[src/rtl/cell_scan_mux_pkg.sv]
// Shared board geometry and the scan FSM state encoding for cell_scan_mux.
package cell_scan_mux_pkg;
    localparam int CELL_W    = 16;
    localparam int NUM_CELLS = 9;
    localparam int IDX_W     = 4;

    typedef enum logic [1:0] {
        ST_IDLE = 2'd0,
        ST_SCAN = 2'd1,
        ST_DONE = 2'd2
    } state_t;
endpackage

[src/rtl/cell_scan_mux_pick.sv]
// Combinational NCELLS:1 cell selector; out-of-range indices yield zero data
// and a cleared in_range flag, so no X can escape.
module cell_pick #(
    parameter int WIDTH  = 16,
    parameter int NCELLS = 9,
    parameter int SEL_W  = 4
) (
    input  logic [NCELLS*WIDTH-1:0] bus,
    input  logic [SEL_W-1:0]        sel,
    output logic [WIDTH-1:0]        data,
    output logic                    in_range
);
    always_comb begin
        data     = '0;
        in_range = 1'b0;
        for (int k = 0; k < NCELLS; k++) begin
            if (sel == SEL_W'(k)) begin
                data     = bus[k*WIDTH +: WIDTH];
                in_range = 1'b1;
            end
        end
    end
endmodule

[src/rtl/cell_scan_mux.sv]
// Board cell selector: registered direct random access, or a snapshot scan
// that streams every cell out with valid/ready backpressure.
module cell_scan_mux
    import cell_scan_mux_pkg::*;
#(
    parameter int WIDTH  = CELL_W,
    parameter int NCELLS = NUM_CELLS,
    parameter int SEL_W  = IDX_W
) (
    input  logic                    clk,
    input  logic                    rst_n,
    input  logic                    mode,
    input  logic [SEL_W-1:0]        sel,
    input  logic [NCELLS*WIDTH-1:0] in_bus,
    input  logic                    start,
    input  logic                    abort,
    input  logic                    out_ready,
    output logic [WIDTH-1:0]        out_data,
    output logic [SEL_W-1:0]        out_idx,
    output logic                    out_valid,
    output logic                    busy,
    output logic                    done,
    output logic                    sel_err
);
    localparam logic [SEL_W-1:0] LAST = SEL_W'(NCELLS - 1);

    state_t                    state;
    logic [NCELLS*WIDTH-1:0]   snap;
    logic [SEL_W-1:0]          idx;
    logic [WIDTH-1:0]          q_data;
    logic [SEL_W-1:0]          q_idx;
    logic                      q_valid;
    logic [WIDTH-1:0]          dir_data, scan_data;
    logic                      dir_ok, scan_ok;
    logic                      scanning;

    cell_pick #(.WIDTH(WIDTH), .NCELLS(NCELLS), .SEL_W(SEL_W)) u_dir (
        .bus(in_bus), .sel(sel), .data(dir_data), .in_range(dir_ok)
    );

    cell_pick #(.WIDTH(WIDTH), .NCELLS(NCELLS), .SEL_W(SEL_W)) u_scan (
        .bus(snap), .sel(idx), .data(scan_data), .in_range(scan_ok)
    );

    // Scan beats come straight off the snapshot so the first beat is valid
    // the cycle after start, giving NCELLS+2 cycles per full scan.
    assign scanning  = (state == ST_SCAN);
    assign out_valid = scanning ? scan_ok   : q_valid;
    assign out_data  = scanning ? scan_data : q_data;
    assign out_idx   = scanning ? idx       : q_idx;
    assign busy      = (state != ST_IDLE);
    assign done      = (state == ST_DONE) && !abort;

    always_ff @(posedge clk or negedge rst_n) begin
        if (!rst_n) begin
            state   <= ST_IDLE;
            snap    <= '0;
            idx     <= '0;
            q_data  <= '0;
            q_idx   <= '0;
            q_valid <= 1'b0;
            sel_err <= 1'b0;
        end else begin
            sel_err <= 1'b0;
            case (state)
                ST_IDLE: begin
                    if (!mode) begin
                        if (dir_ok) begin
                            q_data  <= dir_data;
                            q_idx   <= sel;
                            q_valid <= 1'b1;
                        end else begin
                            q_valid <= 1'b0;
                            sel_err <= 1'b1;
                        end
                    end else begin
                        q_valid <= 1'b0;
                        if (start) begin
                            snap  <= in_bus;
                            idx   <= '0;
                            state <= ST_SCAN;
                        end
                    end
                end
                ST_SCAN: begin
                    q_valid <= 1'b0;
                    if (abort) begin
                        state <= ST_IDLE;
                    end else if (scan_ok && out_ready) begin
                        if (idx == LAST) state <= ST_DONE;
                        else             idx   <= idx + 1'b1;
                    end
                end
                ST_DONE: begin
                    q_valid <= 1'b0;
                    state   <= ST_IDLE;
                end
                default: state <= ST_IDLE;
            endcase
        end
    end
endmodule

[config.mk]
export PLATFORM = sky130hd
export DESIGN_NAME = cell_scan_mux
export DESIGN_NICKNAME = d
export VERILOG_FILES = /design/src/rtl/cell_scan_mux_pkg.sv /design/src/rtl/cell_scan_mux_pick.sv /design/src/rtl/cell_scan_mux.sv
export SDC_FILE = /design/constraint.sdc
export NUM_CORES = 1
export LEC_CHECK = 0
export CAP_MARGIN = 20
export CELL_PAD_IN_SITES_DETAIL_PLACEMENT = 1
export CELL_PAD_IN_SITES_GLOBAL_PLACEMENT = 2
export CORE_MARGIN = 3
export CORE_UTILIZATION = 36
export CTS_CLUSTER_SIZE = 12
export DETAILED_ROUTE_END_ITERATION = 6
export GPL_TIMING_DRIVEN = 0
export PLACE_DENSITY = 0.86
export SLEW_MARGIN = 20
export SYNTH_ARGS = -nofsm -noshare
export SYNTH_HDL_FRONTEND = slang
export SYNTH_SLANG_ARGS = --single-unit
[constraint.sdc]
create_clock -name clk -period 3.38 [get_ports clk]
set_input_delay 0.507 -clock clk [delete_from_list [all_inputs] [get_ports clk]]
set_output_delay 0.507 -clock clk [all_outputs]
set_load 0.01 [all_outputs]
# Word-level counts from Yosys, hierarchy flattened
# Index checks and enable logic that the tools add are counted.
# totals
register_bits	172
latchBits	0
ram_bits	0
romBits	0
memories	0
# classes
add_sub_neg	1
mul	0
div_mod_pow	0
magnitude_cmp	0
n_eq_ne	25
shifts	0
mux	57
bitwise_logic	1
reduce_logical	14
# ops
operator	n
2-to-1 mux 16 bit	19
equality test 4 x 3 -> 1 bit (second input constant)	8
2-to-1 mux 1 bit	24
2-to-1 mux 4 bit	6
equality test 4 x 2 -> 1 bit (second input constant)	4
2-to-1 mux 2 bit	5
equality test 4 x 1 -> 1 bit (second input constant)	2
equality test 4 bit (second input constant)	2
zero test 4 bit	2
inequality test 2 bit (second input constant)	4
case mux 4 bit (2 select lines)	1
inequality test 3 x 2 -> 1 bit (second input constant)	2
AND reduction 3 bit	2
AND reduction 6 bit	1
nonzero test 2 bit	3
adder 4 x 1 -> 4 bit (second input constant)	1
case mux 2 bit (2 select lines)	1
AND reduction 4 bit	1
equality test 2 x 1 -> 1 bit (second input constant)	1
equality test 2 bit (second input constant)	1
logical AND 1 bit	2
zero test 2 bit	1
inequality test 2 x 1 -> 1 bit (second input constant)	1
case mux 1 bit (2 select lines)	1
3 further kinds	3

# Longest topological paths before layout
# depth
ltp_word	14
depth_mapped	9
mapped_depth_nobuf	7

# Modules after synthesis
# Synthesis repeated with hierarchy kept, for this count alone.
# hier_totals
cells_unflattened	856
hier_area_um2	9868.2
# by_module_without_submodules
module	instances	cells_each	area_per_inst_um2	seq_area_each_um2
cell_scan_mux	1	426	6907.9	4304.1
cell_pick	2	215	1480.2	0.0

# Worst setup path after synthesis
# OpenSTA, ideal clock, no wires.
# synth_timing
kind	flip-flop to output port
start	reg idx[0]
end	out out_data[10]
arrival_ns	1.838
path_slack_ns	1.035
path_stages_with_launch	10
cell_sequence	dfrtp_1 > inv_1 > ha_1 > nor2b_1 > buf_4 > buf_6 > a22oi_1 > o21ai_0 > a21oi_1 > o32ai_1
# synth_via
elab_chain_cells	11
elab_cells_between_ends	19
classes_between	eq/ne: 8; mux: 10; reduce/logical: 1
# synth_rtl
element	line_no	source
from (decl)	cell_scan_mux.sv:29	logic [SEL_W-1:0] idx;
from (signal assigned)	cell_scan_mux.sv:91	else idx <= idx + 1'b1;
zero test 4 bit	cell_scan_mux_pick.sv:17	if (sel == SEL_W'(k)) begin
2-to-1 mux 16 bit (8 in series)	cell_scan_mux_pick.sv:17	
2-to-1 mux 16 bit (*)	cell_scan_mux_pick.sv:17	
2-to-1 mux 16 bit (*)	cell_scan_mux.sv:49	assign out_data = scanning ? scan_data : q_data;
to (decl)	cell_scan_mux.sv:18	output logic [WIDTH-1:0] out_data,
# Every way passes the cells marked *; elsewhere a longest branch is shown, timed or not.

# Final worst setup path
# layout_timing
start	reg idx[1]
end	out out_data[3]
# The elaborated chain is that of the path after synthesis.

==> flow_metrics.py <==
metrics = {
    "clock_network": {
        "cts_tree": "built",
        "cts.sinks": 172,
        "cts-root-buf": "clkbuf_16",
        "numCtsBuffers": 17,
        "clk_latency_ns": 0.45,
        "h-tree-depth": 4,
        "holdBufCountCts": 0,
        "cts.clk_slew.worst_paths_ns": 0.08,
        "clk_path_buf_depth": 2,
    },
    "placed_design": {
        "pre_cts_ws_ns": -0.217,
        "port_buffers": 177,
        "gp_congestion": 0.891,
        "hpwl_mm": 30.1,
    },
    "worst_setup_path": {
        "slowest_delay_ns": 0.46,
        "crit_type": "reg -> out",
        "required_ns": 2.87,
        "crit_fanout": 7,
        "cp-start-kind": "flop",
        "crit_chain": "inv_2 > ha_4 > nor2b_1 > buf_4 > buf_12 > a22oi_1 > o21ai_0 > a21oi_1 > o32ai_2 > dlygate4sd2_1",
        "worst-path-buf-inv": 4,
        "cpLargestDelayFamily": "compound AO/OA/AOI/OAI gates",
        "arrival_ns": 2.82,
        "slowest_stage": "dfrtp_2",
        "end_kind": "output pin",
    },
    "layout": {
        "multiInputGateArea_sq_um": 4960,
        "nets": 1268,
        "drive_gt1_frac": 0.265,
        "finalCoreUtilization": 0.492,
        "area_delta_synth_final_pct": 32.3,
        "ff_latch_area_sq_um": 4310,
        "fillers": 2813,
        "diodes": 0,
    },
    "min_path": {
        "hp-class": "in -> async",
    },
    "timing": {
        "worst_slack_ns": 0.0524,
        "hold_violations": 0,
        "slew_headroom": 0.458,
        "slew_viol_final": 0,
        "max_freq_mhz": 301,
        "period_minus_slack_ns": 3.33,
        "final.setup_skew_ns": 0.0135,
        "period_share": 0.985,
        "tightest_slew_ns": 0.812,
        "holdWs_ns": 0.0512,
        "rsz0062_at_grt": "no",
        "setup_viol_count_final": 0,
        "setup_tns_ns": 0,
    },
    "power_and_ir_drop": {
        "powerDensity_nw_per_um2": 755,
        "leakage_nw": 5.09,
        "power_w": 0.00951,
        "irDropWorstVdd_mv": 0.554,
    },
    "yosys": {
        "synth_edf_count": 0,
        "synth-seq-cells": 172,
        "synth_area_sq_um": 9530,
        "syn_avg_cell_area_sq_um": 10.5,
        "netlist_instances": 905,
        "synthFlopType": "dfrtp_1",
        "synth_nets": 1067,
        "synth_cell_type_count": 59,
        "yosys_warnings": 0,
        "async_flop_share": 1.00,
        "yosysSeqAreaShare": 0.452,
    },
    "floorplanning": {
        "core-area_sq_um": 25600,
        "rows": 58,
        "die_area_sq_um": 28500,
        "dieHeight_um": 169,
        "ios": 178,
        "dieWidth_um": 169,
        "start_util": 0.372,
    },
    "run_status": {
        "status": "finished clean",
    },
    "routing": {
        "dr_total_vias": 8712,
        "drt_iter0_drc": 692,
        "ant_nets": 0,
        "drt-wirelength-per-cell_um": 27.1,
        "routed_via_density": 6.01,
        "drc": 0,
        "dr.pass1.iters": 5,
        "drt_wl_total_mm": 39.3,
    },
    "grt": {
        "grt_pass1_vias": 9440,
        "track_usage": 0.273,
        "grt_pass1_wl_mm": 57.7,
        "antenna_found_initial": 1,
        "grt_max_degree": 93,
        "overflow": 0,
    },
    "flow_run": {
        "maxCapViolCount": 0,
    },
}
==> path summary, 6_finish.rpt <==
check	endpoint	from	slack, ns	cells past startpoint
min reg2reg	q_data[11]	q_data[11]	0.50	2
min in group clk	q_data[11]	q_data[11]	0.50	2
max in group asynchronous	snap[132]	rst_n	2.40	2
max	out_data[3]	idx[1]	0.05	10
min	snap[13]	rst_n	0.05	1
max reg2reg	q_data[14]	state[0]	0.36	8
==> layer usage <==
layer,vias up,GRT usage,share of wire
met5,-,0,0.00018
met4,2,0.0939,0.036
met3,88,0.0446,0.059
met2,371,0.469,0.49
met1,4492,0.350,0.41
li1,3759,-,-
==> cells in the final DEF, fill, tap and decap left out, types with 16 or more instances in the layout <==
cell | Yosys | layout
mux2_2 | 151 | 151
o21ai_0 | 50 | 45
a22oi_1 | 19 | 19
a21oi_1 | 54 | 52
mux2i_1 | 18 | 18
nand2_1 | 71 | 71
clkdlybuf4s50_1 | 0 | 160
clkbuf_16 | 0 | 17
o22ai_1 | 23 | 23
nor3_1 | 17 | 16
dfrtp_1 | 172 | 170
o21ai_1 | 13 | 17
buf_4 | 11 | 17
nor2_1 | 57 | 55
buf_2 | 37 | 35
==> sequential cells by signal, indices dropped and copies added, names as in the netlist <==
signal	flops
snap	144
sel_err	1
q_valid	1
q_data	16
state	2
q_idx	4
idx	4
==> metrics by stage <==
step           cells  instance area [sq um]
2_1_floorplan    905                   9530
3_3_place_gp    1412                  11700
3_5_place_dp    1413                  11700
4_1_cts         1447                  12600
5_1_grt         1449                  12600
6_report        1449                  12600
==> Yosys cell counts, drive strengths merged (3+ instances only) <==
master	count	area (sq um)
o221ai	7	61.3
nand2	71	267
o21ai	63	315
a2111oi	8	82.6
o21bai	12	90.1
a21oi	54	270
inv	15	56.3
mux2	153	1720
nor2	58	220
clkbuf	20	75.1
o22a	13	114
buf	55	317
nand3b	3	22.5
ha	8	100
o22ai	23	144
nand2b	11	68.8
nor2b	11	68.8
a22o	14	123
o31ai	3	27.5
o32ai	13	129
nor3	17	85.1
a22oi	19	143
mux2i	18	180
dfrtp	172	4300
a31oi	5	31.3
or3	8	50.1
or2	3	18.8
a2bb2oi	9	78.8
a221oi	17	149
==> cell type report <==
| type | count | share of cell area |
|---|---|---|
| clock buffers | 17 | 0.0338 |
| plain buffers | 75 | 0.0348 |
| multi-input cells | 642 | 0.393 |
| clock inverters | 15 | 0.0135 |
| repair buffers | 182 | 0.145 |
| flip-flops and latches | 172 | 0.342 |
| well taps | 330 | 0.0328 |
| inverters | 16 | 0.00477 |
==> logic make-up (layout without fill, tap and decap cells) <==
family / count (synthesis) / in the layout / synth area share
mux: 173 / 173 / 0.204
fa+ha+maj: 8 / 8 / 0.0105
flops: 172 / 172 / 0.452
compound gates: 273 / 273 / 0.197
simple gates: 188 / 188 / 0.0885
buf+inv: 91 / 305 / 0.0474
==> power by group <==
| part | total (W) | switching (W) | leakage, nW | internal [W] |
|---|---|---|---|---|
| sequential | 0.00357 | 0.000593 | 2.02 | 0.00298 |
| combinational | 0.00388 | 0.00199 | 2.77 | 0.00190 |
| clock | 0.00206 | 0.000995 | 0.293 | 0.00106 |
==> timing repair <==
action	in CTS	in global routing
buffers inserted	2	2
pin swaps	7	1
resized for setup	73	15
setup endpoints to repair	16	11
Power figures use the tool's default switching activity.
